<file path="config.mk">
export PLATFORM = sky130hd
export DESIGN_NAME = stepper_move
export DESIGN_NICKNAME = d
export VERILOG_FILES = /design/src/rtl/stepper_pkg.sv /design/src/rtl/stepper_move_step_ramp.sv /design/src/rtl/stepper_move.sv
export SDC_FILE = /design/constraint.sdc
export NUM_CORES = 1
export LEC_CHECK = 0
export BUFFER_PORTS_ARGS = -buffer_cell sky130_fd_sc_hd__buf_4
export CAP_MARGIN = 20
export CORE_ASPECT_RATIO = 1.1
export CORE_MARGIN = 10
export CORE_UTILIZATION = 25
export CTS_BUF_LIST = sky130_fd_sc_hd__clkbuf_4 sky130_fd_sc_hd__clkbuf_8
export DETAILED_ROUTE_END_ITERATION = 8
export GPL_TIMING_DRIVEN = 0
export PLACE_DENSITY = 0.49
export SYNTH_ARGS = -nofsm -noshare
export SYNTH_HDL_FRONTEND = slang
export SYNTH_SLANG_ARGS = --single-unit
</file>
<file path="constraint.sdc">
create_clock -name clk -period 7.6 [get_ports clk]
set_input_delay 2.28 -clock clk [delete_from_list [all_inputs] [get_ports clk]]
set_output_delay 2.28 -clock clk [all_outputs]
set_load 0.02 [all_outputs]
</file>
<file path="src/rtl/stepper_pkg.sv">
// Shared types and constants for the stepper move engine: phase table, FSM
// states, default ramp timing and the coil-pattern-to-phase lookup.
package stepper_pkg;

  typedef enum logic [1:0] {IDLE, LOAD, RUN, DONE} state_e;

  localparam logic [3:0] PHASE_TABLE [0:7] = '{
    4'b1000, 4'b1100, 4'b0100, 4'b0110,
    4'b0010, 4'b0011, 4'b0001, 4'b1001
  };

  localparam logic [3:0]  RESET_COIL       = 4'b1100;
  localparam logic [23:0] DEF_START_PERIOD = 24'd2_000_000;
  localparam logic [23:0] DEF_ACCEL_DEC    = 24'd50_000;

  // Unknown patterns resume from the two-coil phase 1 (1100).
  function automatic logic [2:0] pattern_to_index(input logic [3:0] pat);
    logic [2:0] idx;
    idx = 3'd1;
    for (int i = 0; i < 8; i++) begin
      if (PHASE_TABLE[i] == pat) idx = 3'(i);
    end
    return idx;
  endfunction

endpackage

</file>
<file path="src/rtl/stepper_move_step_ramp.sv">
// Trapezoidal speed ramp: holds the current step period and the number of
// acceleration steps taken, and updates both on every step strobe.
module step_ramp #(
  parameter int                STEP_W       = 12,
  parameter int                DIV_W        = 24,
  parameter logic [DIV_W-1:0]  START_PERIOD = '0,
  parameter logic [DIV_W-1:0]  ACCEL_DEC    = '0
) (
  input  logic              clk,
  input  logic              rst,
  input  logic              load_i,
  input  logic [DIV_W-1:0]  load_period_i,
  input  logic              step_i,
  input  logic [STEP_W-1:0] rem_i,
  input  logic [DIV_W-1:0]  period_l_i,
  output logic [DIV_W-1:0]  cur_period_o
);

  logic [DIV_W-1:0]  cur_q, cur_d;
  logic [STEP_W-1:0] ramp_q, ramp_d;

  function automatic logic [DIV_W-1:0] sat_up(input logic [DIV_W-1:0] p);
    logic [DIV_W:0] sum;
    sum = {1'b0, p} + {1'b0, ACCEL_DEC};
    return (sum > {1'b0, START_PERIOD}) ? START_PERIOD : sum[DIV_W-1:0];
  endfunction

  function automatic logic [DIV_W-1:0] sat_down(input logic [DIV_W-1:0] p,
                                                input logic [DIV_W-1:0] floor_p);
    logic [DIV_W:0] lim;
    lim = {1'b0, floor_p} + {1'b0, ACCEL_DEC};
    return ({1'b0, p} > lim) ? (p - ACCEL_DEC) : floor_p;
  endfunction

  always_comb begin
    cur_d  = cur_q;
    ramp_d = ramp_q;
    if (load_i) begin
      cur_d  = (load_period_i > START_PERIOD) ? load_period_i : START_PERIOD;
      ramp_d = '0;
    end else if (step_i) begin
      // Start braking once the remaining steps no longer cover the ramp-down.
      if (rem_i <= ramp_q) begin
        cur_d = sat_up(cur_q);
        if (ramp_q != '0) ramp_d = ramp_q - STEP_W'(1);
      end else if (cur_q > period_l_i) begin
        cur_d  = sat_down(cur_q, period_l_i);
        ramp_d = ramp_q + STEP_W'(1);
      end
    end
  end

  always_ff @(posedge clk or posedge rst) begin
    if (rst) begin
      cur_q  <= START_PERIOD;
      ramp_q <= '0;
    end else begin
      cur_q  <= cur_d;
      ramp_q <= ramp_d;
    end
  end

  assign cur_period_o = cur_q;

endmodule

</file>
<file path="src/rtl/stepper_move.sv">
// Single-axis stepper move engine: runs a counted, ramped move in full- or
// half-step mode in either direction, with limit-switch abort.
module stepper_move
  import stepper_pkg::*;
#(
  parameter int               STEP_W       = 12,
  parameter int               DIV_W        = 24,
  parameter logic [DIV_W-1:0] START_PERIOD = DIV_W'(DEF_START_PERIOD),
  parameter logic [DIV_W-1:0] ACCEL_DEC    = DIV_W'(DEF_ACCEL_DEC)
) (
  input  logic              clk,
  input  logic              rst,
  input  logic              go,
  input  logic              dir,
  input  logic              half_step,
  input  logic [STEP_W-1:0] steps,
  input  logic [DIV_W-1:0]  period,
  input  logic [3:0]        start_state,
  input  logic              boundary,
  output logic [3:0]        coil,
  output logic              busy,
  output logic              done,
  output logic              aborted,
  output logic [STEP_W-1:0] steps_taken
);

  state_e            state_q, state_d;
  logic [2:0]        idx_q, idx_d;
  logic [3:0]        coil_q, coil_d;
  logic [STEP_W-1:0] steps_l_q, steps_l_d, taken_q, taken_d;
  logic [DIV_W-1:0]  period_l_q, period_l_d, cnt_q, cnt_d;
  logic              dir_q, dir_d, half_q, half_d, aborted_q, aborted_d;

  logic [DIV_W-1:0]  cur_period, load_period;
  logic [STEP_W-1:0] rem, taken_inc;
  logic [2:0]        start_idx, step_idx, delta;
  logic              load, fire;

  assign load_period = (period == '0) ? DIV_W'(1) : period;
  assign start_idx   = pattern_to_index(start_state);
  assign taken_inc   = taken_q + STEP_W'(1);
  assign rem         = steps_l_q - taken_inc;
  assign load        = (state_q == LOAD) && go;
  // Boundary and a dropped go both outrank a step due in the same cycle.
  assign fire        = (state_q == RUN) && go && !boundary &&
                       (cnt_q == cur_period - DIV_W'(1));

  // Full-step from a single-coil phase moves one slot to realign.
  assign delta    = (half_q || !idx_q[0]) ? 3'd1 : 3'd2;
  assign step_idx = dir_q ? (idx_q + delta) : (idx_q - delta);

  step_ramp #(
    .STEP_W      (STEP_W),
    .DIV_W       (DIV_W),
    .START_PERIOD(START_PERIOD),
    .ACCEL_DEC   (ACCEL_DEC)
  ) u_ramp (
    .clk          (clk),
    .rst          (rst),
    .load_i       (load),
    .load_period_i(load_period),
    .step_i       (fire),
    .rem_i        (rem),
    .period_l_i   (period_l_q),
    .cur_period_o (cur_period)
  );

  always_comb begin
    state_d    = state_q;
    idx_d      = idx_q;
    coil_d     = coil_q;
    steps_l_d  = steps_l_q;
    taken_d    = taken_q;
    period_l_d = period_l_q;
    cnt_d      = cnt_q;
    dir_d      = dir_q;
    half_d     = half_q;
    aborted_d  = aborted_q;
    unique case (state_q)
      IDLE: if (go) state_d = LOAD;
      LOAD: begin
        if (!go) begin
          state_d = IDLE;
        end else begin
          steps_l_d  = steps;
          dir_d      = dir;
          half_d     = half_step;
          period_l_d = load_period;
          idx_d      = start_idx;
          coil_d     = PHASE_TABLE[start_idx];
          cnt_d      = '0;
          taken_d    = '0;
          aborted_d  = 1'b0;
          state_d    = (steps == '0) ? DONE : RUN;
        end
      end
      RUN: begin
        if (!go) begin
          state_d = IDLE;
        end else if (boundary) begin
          aborted_d = 1'b1;
          state_d   = DONE;
        end else if (fire) begin
          cnt_d   = '0;
          taken_d = taken_inc;
          idx_d   = step_idx;
          coil_d  = PHASE_TABLE[step_idx];
          if (taken_inc == steps_l_q) state_d = DONE;
        end else begin
          cnt_d = cnt_q + DIV_W'(1);
        end
      end
      DONE: if (!go) state_d = IDLE;
      default: state_d = IDLE;
    endcase
  end

  always_ff @(posedge clk or posedge rst) begin
    if (rst) begin
      state_q    <= IDLE;
      idx_q      <= 3'd1;
      coil_q     <= RESET_COIL;
      steps_l_q  <= '0;
      taken_q    <= '0;
      period_l_q <= DIV_W'(1);
      cnt_q      <= '0;
      dir_q      <= 1'b1;
      half_q     <= 1'b0;
      aborted_q  <= 1'b0;
    end else begin
      state_q    <= state_d;
      idx_q      <= idx_d;
      coil_q     <= coil_d;
      steps_l_q  <= steps_l_d;
      taken_q    <= taken_d;
      period_l_q <= period_l_d;
      cnt_q      <= cnt_d;
      dir_q      <= dir_d;
      half_q     <= half_d;
      aborted_q  <= aborted_d;
    end
  end

  assign coil        = coil_q;
  assign busy        = (state_q == LOAD) || (state_q == RUN);
  assign done        = (state_q == DONE);
  assign aborted     = aborted_q;
  assign steps_taken = taken_q;

endmodule

</file>
==> flow_summary.yaml <==
cells_and_area:
  multiInputGateArea_sq_mm: 0.00724
  mostFrequentLayoutCells: "nand2_1 (155), nor2_1 (110), dfrtp_1 (108)"
  drive_gt1_share_pct: 10.4
  n_antenna_cell: 0
  fill_cells: 4633
  nets: 1577
  final_common_cell: "nand2_1"
  area_delta_synth_final_pct: 15.8
  seq_area_sq_mm: 0.00302
clock_network:
  ctsHoldBuffers: 0
  post_cts_resized: 0
  clk_latency_ps: 500
  htree_levels: 4
  cts_made_buffers: 17
  clk_pin_slew_worst_paths_ps: 80
  post-cts-setup-buffer-count: 0
  clock_path_buffers: 2
  cts_tree: "done"
  cts.sinks: 120
  root_buffer: "clkbuf_8"
synth:
  ys_seq_elements: 120
  synth_ff_type: "dfrtp_1"
  synth_top_area_share_pct: 24.9
  synth_edf_count: 0
  syn_area_sq_mm: 0.0108
  synthCells: 1351
  syn_nets: 1494
  synth_cell_types: 81
  syn_area_per_cell_sq_um: 8.03
  yosysTopAreaCell: "dfrtp_1"
  yosysWarnings: 0
  async_flop_share_pct: 100
  ys_seq_area_share_pct: 27.8
  synthTopCellsByArea: "dfrtp_1 (25%), ha_1 (11%), xnor2_1 (6.2%)"
die:
  dieArea_sq_mm: 0.0521
  ios: 65
  fp.dieH_um: 238
  num_rows: 79
  core_area_sq_mm: 0.0426
  start_util_pct: 25.5
  die_w_um: 219
setup_path:
  worstPathMaxFanout: 18
  crit_required_ps: 8040
  reg2reg_slack_ps: 750
  endpoint_kind: "flip-flop"
  cp-start-kind: "flip-flop"
  arrival_ps: 7290
  cpPeakStageDelay_ps: 430
  cp_slowest_cell: "dfrtp_1"
  crit_type: "flip-flop to flip-flop"
  startpoint: "steps_taken[0]"
  r2r-start: "steps_taken[0]"
  timing.rr.end: "u_ramp.ramp_q[11]"
  rr_worst_depth: 30
timing:
  fmax_mhz: 146
  period_share_pct: 90.1
  rsz0062_at_grt: "false"
  period_minus_slack_ps: 6850
  setup_viol: 0
  slew_violations: 0
  hold_viol_final: 0
  finClkSkew_ps: 14.9
  max_slew_margin_pct: 23.4
  worst_slew_pin_slew_ps: 1140
  finalSetupTns_ps: 0
min_path:
  hp-start: "dir_q"
  worstHoldEndpoint: "dir_q"
  holdPathStages: 2
  hold_path_class: "flip-flop to flip-flop"
global_routing:
  grt_overflow: 0
  grt_pass1_vias: 10300
  grt_max_degree: 86
  track_usage_pct: 14.2
  grt_pass1_wl_mm: 58.6
  grt_antenna_before_repair: 0
route:
  drc: 0
  vias: 10300
  avgRoutedWirePerCell_um: 18.5
  vias_per_cell: 5.13
  dr.pass1.iters: 5
  routed_wirelength_mm: 37.3
  drt_first_iter_violations: 676
  ant_nets: 0
placement:
  hpwl_mm: 29.4
  gp_congestion: 0.900
  placement.io_buffers: 61
outcome:
  status: "finished, final reports clean"
flow_run:
  drv_cap: 0
==> per-stage QoR <==
step | instances | worst slack [ps] | utilization (%) | area, sq um | hold WS (ps)
2_1_floorplan | 1351 | 1440 | - | 10800 | 451
3_3_place_gp | 1979 | 88.9 | 28.2 | 12000 | 475
3_5_place_dp | 1980 | 133 | 28.3 | 12000 | 475
4_1_cts | 2012 | 54.1 | 29.4 | 12500 | 488
5_1_grt | 2014 | 76.1 | 29.5 | 12600 | 510
6_report | 2014 | 751 | 29.5 | 12600 | 481
==> layout make-up <==
class                   instances  share of cell area [%]
repair buffers                 64                    4.03
multi-input cells            1079                    57.6
flip-flops and latches        120                    24.0
well taps                     567                    5.65
inverters                      82                    2.49
clock buffers                  22                    2.41
clock inverters                10                    1.49
plain buffers                  70                    2.25
==> critical path, delay by kind of cell (launching register included) <==
| kind | cells | cell delay (ps) |
|---|---|---|
| compound gates | 14 | 2940 |
| fa+ha+maj | 4 | 1240 |
| simple gates | 6 | 890 |
| buf+inv | 4 | 750 |
| flops | 1 | 430 |
| mux | 1 | 370 |
| xor+xnor | 1 | 140 |
==> cell usage after synthesis (all sizes together), types with 11 or more instances <==
cell type,n
dfstp,12
clkbuf,57
dfrtp,108
xor2,32
and3,17
buf,13
nand4,25
nand2,156
o21ai,93
a21oi,70
o211ai,14
nor2,111
nor3,39
nor2b,15
a21o,17
inv,81
a211oi,13
xnor2,77
o31ai,17
a31oi,11
o21a,11
nand3,53
ha,94
or3,11
nor4,21
mux2,11
mux2i,17
nand2b,18
==> worst max-delay path by stage <==
| stage | to | slack, ps | cells past startpoint |
|---|---|---|---|
| 3_5_place_dp | u_ramp.ramp_q[10] | 130 | 29 |
| 3_3_place_gp | u_ramp.ramp_q[10] | 90 | 28 |
| 6_report | u_ramp.ramp_q[11] | 750 | 30 |
| 4_1_cts | u_ramp.ramp_q[10] | 50 | 28 |
| 5_1_grt | u_ramp.ramp_q[11] | 80 | 30 |
| 2_1_floorplan | u_ramp.ramp_q[10] | 1440 | 29 |
==> flip-flops by register name, summed over array words and instances, names as in the netlist <==
name / count
half_q: 1
steps_taken: 12
state_q: 2
aborted: 1
cnt_q: 24
dir_q: 1
steps_l_q: 12
u_ramp.ramp_q: 12
u_ramp.cur_period_o: 24
period_l_q: 24
idx_q: 3
coil: 4
==> logic make-up (layout without fill, tap and decap cells) <==
family	count (synthesis)	after routing	share of synthesized area (%)
fa+ha+maj	97	97	11.4
xor+xnor	109	109	8.80
flops	120	120	27.8
buf+inv	152	248	5.43
simple gates	513	513	23.4
compound gates	332	332	20.5
mux	28	28	2.71
==> routing by layer <==
| metal | GRT usage [%] | vias up | wire length [um] | share of wire [%] |
|---|---|---|---|---|
| met2 | 24.0 | 273 | 18000 | 48 |
| met1 | 17.8 | 5000 | 16500 | 44 |
| met3 | 3.13 | 48 | 2110 | 5.7 |
| li1 | - | 5007 | - | - |
| met4 | 3.89 | 0 | 684 | 1.8 |
| met5 | 0 | - | 0 | 0 |
Power is left out: the tool's default activity adds up to more than one toggle a clock period on the data nets, which glitch-free logic cannot reach.
